$ cat src/rtl/mul_pipe_arbiter_bf16_pkg.sv
// Shared types and helpers for the bf16 multiplier arbiter: bf16 constants,
// the response entry layout and the rotate-priority grant function.
package mul_arb_pkg;

  localparam int BF16_W = 16;
  localparam int MAX_ID_W = 4;

  localparam logic [BF16_W-1:0] BF16_ONE = 16'h3F80;
  localparam logic [BF16_W-1:0] BF16_TWO = 16'h4000;

  typedef struct packed {
    logic [MAX_ID_W-1:0] id;
    logic [BF16_W-1:0]   z;
  } resp_entry_t;

  // First requester after ptr (wrapping modulo n) whose bit is set; ptr if none.
  function automatic logic [MAX_ID_W-1:0] next_rr(
    input logic [MAX_ID_W-1:0] ptr,
    input logic [15:0]         req,
    input int                  n
  );
    logic [MAX_ID_W-1:0] pick;
    logic                found;
    int                  idx;
    pick  = ptr;
    found = 1'b0;
    for (int k = 1; k <= 16; k++) begin
      idx = (int'(ptr) + k) % n;
      if ((k <= n) && !found && req[idx]) begin
        pick  = idx[MAX_ID_W-1:0];
        found = 1'b1;
      end
    end
    return pick;
  endfunction

endpackage

$ cat src/rtl/mul_pipe_arbiter_bf16_if.sv
// Requester, multiplier and response signals of the bf16 multiplier arbiter.
// The slave view is the arbiter itself; master is the surrounding datapath.
interface mul_pipe_arbiter_bf16_if #(
  parameter int DW    = 16,
  parameter int N_REQ = 4,
  parameter int ID_W  = $clog2(N_REQ)
);

  logic [N_REQ-1:0]      req_stb;
  logic [N_REQ*2*DW-1:0] req_data;
  logic [N_REQ-1:0]      req_ack;

  logic [2*DW-1:0]       mul_in;
  logic                  mul_stb;
  logic                  mul_ack;
  logic [DW-1:0]         mul_z;
  logic                  mul_z_stb;

  logic [DW-1:0]         resp_z;
  logic [ID_W-1:0]       resp_id;
  logic                  resp_stb;
  logic                  resp_ack;

  logic                  busy;
  logic                  err_orphan;

  modport master (
    output req_stb, req_data, mul_ack, mul_z, mul_z_stb, resp_ack,
    input  req_ack, mul_in, mul_stb, resp_z, resp_id, resp_stb, busy, err_orphan
  );

  modport slave (
    input  req_stb, req_data, mul_ack, mul_z, mul_z_stb, resp_ack,
    output req_ack, mul_in, mul_stb, resp_z, resp_id, resp_stb, busy, err_orphan
  );

endinterface

$ cat src/rtl/mul_pipe_arbiter_bf16_sync_fifo_fwft.sv
// Synchronous first-word-fall-through FIFO with an occupancy count; a push
// while full is accepted only when a pop frees the head in the same cycle.
module sync_fifo_fwft #(
  parameter int WIDTH = 8,
  parameter int DEPTH = 8,
  localparam int AW = $clog2(DEPTH),
  localparam int CW = $clog2(DEPTH + 1)
) (
  input  logic             clk,
  input  logic             rst,
  input  logic             push,
  input  logic [WIDTH-1:0] din,
  input  logic             pop,
  output logic [WIDTH-1:0] dout,
  output logic [CW-1:0]    count
);

  logic [WIDTH-1:0] mem [DEPTH];
  logic [AW-1:0]    wr_ptr;
  logic [AW-1:0]    rd_ptr;
  logic             do_push;
  logic             do_pop;

  assign do_pop  = pop && (count != '0);
  assign do_push = push && ((count < CW'(DEPTH)) || do_pop);
  assign dout    = mem[rd_ptr];

  always_ff @(posedge clk) begin
    if (rst) begin
      wr_ptr <= '0;
      rd_ptr <= '0;
      count  <= '0;
    end else begin
      if (do_push) wr_ptr <= wr_ptr + AW'(1);
      if (do_pop)  rd_ptr <= rd_ptr + AW'(1);
      case ({do_push, do_pop})
        2'b10:   count <= count + CW'(1);
        2'b01:   count <= count - CW'(1);
        default: count <= count;
      endcase
    end
  end

  // Storage is deliberately left out of reset; the count alone defines validity.
  always_ff @(posedge clk) begin
    if (do_push) mem[wr_ptr] <= din;
  end

endmodule

$ cat src/rtl/mul_pipe_arbiter_bf16.sv
// Round-robin front end sharing one bf16 multiplier between N_REQ requesters;
// a tag FIFO pairs in-order results with requester IDs, credit bounds buffering.
module mul_pipe_arbiter_bf16
  import mul_arb_pkg::*;
#(
  parameter int DW    = BF16_W,
  parameter int N_REQ = 4,
  parameter int ID_W  = $clog2(N_REQ),
  parameter int DEPTH = 8
) (
  input logic clk,
  input logic rst,
  mul_pipe_arbiter_bf16_if.slave bus
);

  localparam int CW = $clog2(DEPTH + 1);

  logic [ID_W-1:0]    rr_ptr;
  logic [ID_W-1:0]    grant;
  logic [ID_W-1:0]    tag_head;
  logic [CW-1:0]      inflight;
  logic [CW-1:0]      tag_count;
  logic [CW-1:0]      out_count;
  logic [ID_W+DW-1:0] out_head;
  logic               credit_ok;
  logic               any_req;
  logic               issue;
  logic               tag_empty;
  logic               result_ok;
  logic               orphan;
  logic               resp_pop;
  logic               err_q;

  // Results still in the pipe already own an output slot, so count them too.
  assign credit_ok = ({1'b0, inflight} + {1'b0, out_count}) < (CW + 1)'(DEPTH);
  assign any_req   = |bus.req_stb;
  assign grant     = ID_W'(next_rr(MAX_ID_W'(rr_ptr), 16'(bus.req_stb), N_REQ));
  assign issue     = any_req && credit_ok && bus.mul_ack;

  assign bus.mul_stb = any_req && credit_ok;
  assign bus.mul_in  = bus.req_data[grant*2*DW +: 2*DW];

  always_comb begin
    bus.req_ack = '0;
    if (issue) bus.req_ack[grant] = 1'b1;
  end

  assign tag_empty = (tag_count == '0);
  assign result_ok = bus.mul_z_stb && !tag_empty;
  assign orphan    = bus.mul_z_stb && tag_empty;
  assign resp_pop  = bus.resp_stb && bus.resp_ack;

  sync_fifo_fwft #(
    .WIDTH (ID_W),
    .DEPTH (DEPTH)
  ) u_tag_fifo (
    .clk   (clk),
    .rst   (rst),
    .push  (issue),
    .din   (grant),
    .pop   (result_ok),
    .dout  (tag_head),
    .count (tag_count)
  );

  sync_fifo_fwft #(
    .WIDTH (ID_W + DW),
    .DEPTH (DEPTH)
  ) u_out_fifo (
    .clk   (clk),
    .rst   (rst),
    .push  (result_ok),
    .din   ({tag_head, bus.mul_z}),
    .pop   (resp_pop),
    .dout  (out_head),
    .count (out_count)
  );

  assign bus.resp_stb   = (out_count != '0);
  assign bus.resp_id    = out_head[DW +: ID_W];
  assign bus.resp_z     = out_head[DW-1:0];
  assign bus.busy       = (inflight != '0) || bus.resp_stb;
  assign bus.err_orphan = err_q;

  // Issue and return in the same cycle cancel out; an orphan result touches no counter.
  always_ff @(posedge clk) begin
    if (rst) begin
      rr_ptr   <= ID_W'(N_REQ - 1);
      inflight <= '0;
      err_q    <= 1'b0;
    end else begin
      if (issue) rr_ptr <= grant;
      if (issue && !result_ok)      inflight <= inflight + CW'(1);
      else if (!issue && result_ok) inflight <= inflight - CW'(1);
      if (orphan) err_q <= 1'b1;
    end
  end

endmodule

$ cat src/flat_wrapper.sv
// flat-port wrapper written by rule: the top's interface ports become plain ports
module mul_pipe_arbiter_bf16_flat import mul_arb_pkg::*;
#(
  parameter int DW    = BF16_W,
  parameter int N_REQ = 4,
  parameter int ID_W  = $clog2(N_REQ),
  parameter int DEPTH = 8
)
  (clk, rst, bus_req_stb, bus_req_data, bus_mul_ack, bus_mul_z, bus_mul_z_stb, bus_resp_ack, bus_req_ack, bus_mul_in, bus_mul_stb, bus_resp_z, bus_resp_id, bus_resp_stb, bus_busy, bus_err_orphan);
  mul_pipe_arbiter_bf16_if #(.DW(DW), .N_REQ(N_REQ), .ID_W(ID_W)) bus_i ();
  input logic clk;
  input logic rst;
  input wire logic [$bits(bus_i.req_stb)-1:0] bus_req_stb;
  input wire logic [$bits(bus_i.req_data)-1:0] bus_req_data;
  input wire logic [$bits(bus_i.mul_ack)-1:0] bus_mul_ack;
  input wire logic [$bits(bus_i.mul_z)-1:0] bus_mul_z;
  input wire logic [$bits(bus_i.mul_z_stb)-1:0] bus_mul_z_stb;
  input wire logic [$bits(bus_i.resp_ack)-1:0] bus_resp_ack;
  output wire logic [$bits(bus_i.req_ack)-1:0] bus_req_ack;
  output wire logic [$bits(bus_i.mul_in)-1:0] bus_mul_in;
  output wire logic [$bits(bus_i.mul_stb)-1:0] bus_mul_stb;
  output wire logic [$bits(bus_i.resp_z)-1:0] bus_resp_z;
  output wire logic [$bits(bus_i.resp_id)-1:0] bus_resp_id;
  output wire logic [$bits(bus_i.resp_stb)-1:0] bus_resp_stb;
  output wire logic [$bits(bus_i.busy)-1:0] bus_busy;
  output wire logic [$bits(bus_i.err_orphan)-1:0] bus_err_orphan;
  assign bus_i.req_stb = bus_req_stb;
  assign bus_i.req_data = bus_req_data;
  assign bus_i.mul_ack = bus_mul_ack;
  assign bus_i.mul_z = bus_mul_z;
  assign bus_i.mul_z_stb = bus_mul_z_stb;
  assign bus_i.resp_ack = bus_resp_ack;
  assign bus_req_ack = bus_i.req_ack;
  assign bus_mul_in = bus_i.mul_in;
  assign bus_mul_stb = bus_i.mul_stb;
  assign bus_resp_z = bus_i.resp_z;
  assign bus_resp_id = bus_i.resp_id;
  assign bus_resp_stb = bus_i.resp_stb;
  assign bus_busy = bus_i.busy;
  assign bus_err_orphan = bus_i.err_orphan;
  mul_pipe_arbiter_bf16 #(.DW(DW), .N_REQ(N_REQ), .ID_W(ID_W), .DEPTH(DEPTH)) u_core (.clk(clk), .rst(rst), .bus(bus_i));
endmodule
$ cat config.mk
export PLATFORM = sky130hd
export DESIGN_NAME = mul_pipe_arbiter_bf16_flat
export DESIGN_NICKNAME = d
export VERILOG_FILES = /design/src/rtl/mul_pipe_arbiter_bf16_pkg.sv /design/src/rtl/mul_pipe_arbiter_bf16_if.sv /design/src/rtl/mul_pipe_arbiter_bf16_sync_fifo_fwft.sv /design/src/rtl/mul_pipe_arbiter_bf16.sv /design/src/flat_wrapper.sv
export SDC_FILE = /design/constraint.sdc
export NUM_CORES = 1
export LEC_CHECK = 0
export BUFFER_PORTS_ARGS = -buffer_cell sky130_fd_sc_hd__buf_2
export CAP_MARGIN = 20
export CORE_MARGIN = 4
export CORE_UTILIZATION = 55
export DETAILED_ROUTE_END_ITERATION = 6
export GPL_ROUTABILITY_DRIVEN = 0
export GPL_TIMING_DRIVEN = 1
export PLACE_DENSITY = 0.8
export SYNTH_ARGS = -nofsm -noshare
export SYNTH_HDL_FRONTEND = slang
export SYNTH_HIERARCHICAL = 1
export SYNTH_SLANG_ARGS = --single-unit
$ cat constraint.sdc
create_clock -name clk -period 3.8 [get_ports clk]
set_input_delay 0.38 -clock clk [delete_from_list [all_inputs] [get_ports clk]]
set_output_delay 0.38 -clock clk [all_outputs]
set_load 0.05 [all_outputs]
==> flow_summary.ini <==
[cts]
numCtsBuffers = 17
post_cts_buffers = 0
tritoncts = done
root_driver = sky130_fd_sc_hd__clkbuf_16
cts-resized-gates = 0
clk_pin_slew_ns = 0.07
ctsLongestPathBuffers = 2
cts_hold_repair.buffers = 0
clkLatencyLatePin_ns = 0.43
cts_sinks = 193
cts_htree_levels = 4

[floorplanning]
fp.dieArea_um2 = 20200
die_height_um = 142.1
coreArea_um2 = 17480
initial_core_util_pct = 56.61
die-width_um = 142.1
ios = 211
floorplan.rows = 48

[route]
detail_route.wirelength_um = 22920
drtAntennaViolNets = 0
number_of_detailed_route_iterations_in_the_first_pass = 6
first_iter_violations = 410
routed_via_density = 5.937
post_drt_wl_per_cell_um = 19.90
detail_route.drc_violations = 0
vias = 6839

[placement]
numPortBuffers = 210
pre_cts_ws_ns = 0.6929
dp.final_hpwl_um = 15660
place_inst = 1120

[pwr]
power.ir.vdd_worst_uv = 341.4
comb_power_share_pct = 37.1
power_density_nw_per_um2 = 581.4
clockPowerShare_pct = 24.3
switching_power_mw = 2.582
static-leakage-power_nw = 4.653
power.share.sequential_pct = 38.6
internal-power_mw = 4.221
power.switching_fraction_pct = 37.95

[yosys]
yosys_register_bits = 193
synth_sequential_area_ratio_pct = 55.24
synth_top_area_cell = sky130_fd_sc_hd__edfxtp_1
synth_edf_count = 160
synth_top_area_share_pct = 48.56
syn_inst = 720
ys.warnings.count = 6
syn-num-nets = 890
async_set_reset_flop_share_out_of_synthesis_pct = 0
dominant_synthesized_flop_cell = sky130_fd_sc_hd__edfxtp_1
ys_types = 51
synth_area_um2 = 9893
syn-mean-instance-area_um2 = 13.74
synth_top_cells_by_area = sky130_fd_sc_hd__edfxtp_1 49%, sky130_fd_sc_hd__mux4_1 10%, sky130_fd_sc_hd__dfxtp_1 6.7%

[grt]
gr-total-overflow = 0
grt_pass1_vias = 6582
antenna_found_initial = 1
maximum_number_of_pins_on_one_net_before_global_route_repair = 66
grt.total_usage_pct = 22.17
grt_pass1_wl_um = 34640

[worst_setup_path]
crit_path_max_fanout = 26
crit_arrival_ns = 2.92
setup.reg_to_reg.worst_slack_ns = 0.73
path_type_of_the_worst_setup_path = flop to output port
worst_setup_path_start_kind = flop
cp.required_ns = 3.42
setup.worst_path.end_class = output port

[finish]
utilization_pct = 66.95
final_nets = 1084
insertedDiodeCount = 0
area_growth_syn_to_layout_pct = 18.26
fin_cells = 1152
post_route_cells_drive_above_1_share_pct = 32.90

[timing]
rsz0062_at_grt = false
finalClockSkew_ns = 0.01127
worstMarginPinSlew_ns = 1.049
clock.fmax_mhz = 303.2
finalHoldViolCount = 0
fin_setup_tns_ns = 0
report.final.setup_viol = 0
fin_ws_ns = 0.5014
timing_max_transition_violations_final = 0
period_needed_ns = 3.299
slew_headroom_pct = 30.00
timing.final.crit_share_pct = 86.80

[hold_path]
hold_path.class = primary input to flop

[status]
run_status = finished clean

[job]
max_cap_violations = 0
logic make-up after synthesis:
group	Yosys count	share of synthesized area, %
buf+inv	133	6.260
flops	193	55.24
xor+xnor	14	1.239
compound gates	166	13.14
mux	103	17.25
fa+ha+maj	17	2.226
simple gates	94	4.641
sequential cells by signal, indices dropped and copies added (netlist names), named ones only:
name and flops:
u_core/u_out_fifo/mem 144, u_core/u_tag_fifo/mem 16, u_core/inflight 4, u_core/u_out_fifo/count 4, u_core/u_tag_fifo/count 4, u_core/u_out_fifo/rd_ptr 3
u_core/u_out_fifo/wr_ptr 3, u_core/u_tag_fifo/rd_ptr 3, u_core/u_tag_fifo/wr_ptr 3, u_core/rr_ptr 2, u_core/bus.err_orphan 1
area by class of cell:
type                            count  area, µm²
Clock inverter                     15      135.1
Timing Repair Buffer              233       1249
Multi-Input combinational cell    394       3861
Sequential cell                   193       5466
Tap cell                          225      281.5
Inverter                           75      281.5
Fill cell                        1244       5777
Clock buffer                       17      425.4
placed cells by master, fill, tap and decap left out, types with 6 or more instances in the layout:
cell,instances
sky130_fd_sc_hd__nor3_1,7
sky130_fd_sc_hd__a32oi_1,64
sky130_fd_sc_hd__a211oi_1,64
sky130_fd_sc_hd__nand2_1,10
sky130_fd_sc_hd__dfxtp_1,32
sky130_fd_sc_hd__clkbuf_16,17
sky130_fd_sc_hd__edfxtp_1,160
sky130_fd_sc_hd__nand2b_1,8
sky130_fd_sc_hd__a21oi_1,13
sky130_fd_sc_hd__mux2_2,21
sky130_fd_sc_hd__buf_2,210
sky130_fd_sc_hd__inv_1,72
sky130_fd_sc_hd__mux4_1,38
sky130_fd_sc_hd__ha_1,16
sky130_fd_sc_hd__mux2i_1,40
sky130_fd_sc_hd__xor2_1,11
sky130_fd_sc_hd__nor2_1,43
sky130_fd_sc_hd__buf_4,21
sky130_fd_sc_hd__nor2b_1,6
Yosys cell counts, types with 13 or more instances:
library cell	instances
sky130_fd_sc_hd__edfxtp_1	160
sky130_fd_sc_hd__inv_1	72
sky130_fd_sc_hd__a32oi_1	65
sky130_fd_sc_hd__a211oi_1	64
sky130_fd_sc_hd__nor2_1	43
sky130_fd_sc_hd__mux2i_1	40
sky130_fd_sc_hd__mux4_1	38
sky130_fd_sc_hd__dfxtp_1	33
sky130_fd_sc_hd__clkbuf_1	30
sky130_fd_sc_hd__mux2_2	21
sky130_fd_sc_hd__ha_1	16
sky130_fd_sc_hd__a21oi_1	13
power groups by stage:
stage	Clock [mW]	Combinational, mW	Sequential, mW
detailed placement	0	2.52	2.67
global route	1.81	2.70	2.65
finish	1.65	2.53	2.63
global placement	0	2.49	2.66
CTS	1.70	2.54	2.63
floorplan	0	1.96	2.63
final timing paths:
path / startpoint / end / cells after the start
min reg2reg: u_core/bus.err_orphan / u_core/bus.err_orphan / 2
max reg2reg: u_core/u_out_fifo/count[1] / u_core/inflight[3] / 11
max: u_core/rr_ptr[1] / bus_req_ack[0] / 7
min: bus_mul_z_stb / u_core/bus.err_orphan / 3
metal layers:
metal	GRT usage, %	up-vias	wire length [µm]
met1	26.89	3269	8735
li1	-	3276	-
met2	39.30	260	12240
met3	5.276	32	1538
met5	0	-	13
met4	6.869	2	393
through the flow:
step           instance area (µm²)  hold WS (ns)  power (mW)
2_1_floorplan                 9893        0.4524       4.596
3_3_place_gp                 11140        0.4479       5.154
3_5_place_dp                 11140        0.4601       5.191
4_1_cts                      11700        0.1813       6.863
5_1_grt                      11700        0.2137       7.152
6_report                     11700        0.2000       6.803
critical path, stage by stage, from the launching register on:
cell and delay, ns:
sky130_fd_sc_hd__dfxtp_1 0.46, sky130_fd_sc_hd__nand2_2 0.48, sky130_fd_sc_hd__a21oi_1 0.21, sky130_fd_sc_hd__nor3_2 0.22
sky130_fd_sc_hd__buf_4 0.41, sky130_fd_sc_hd__inv_2 0.17, sky130_fd_sc_hd__nor3_1 0.22, sky130_fd_sc_hd__buf_2 0.31
(Power assumes the default switching activity.)
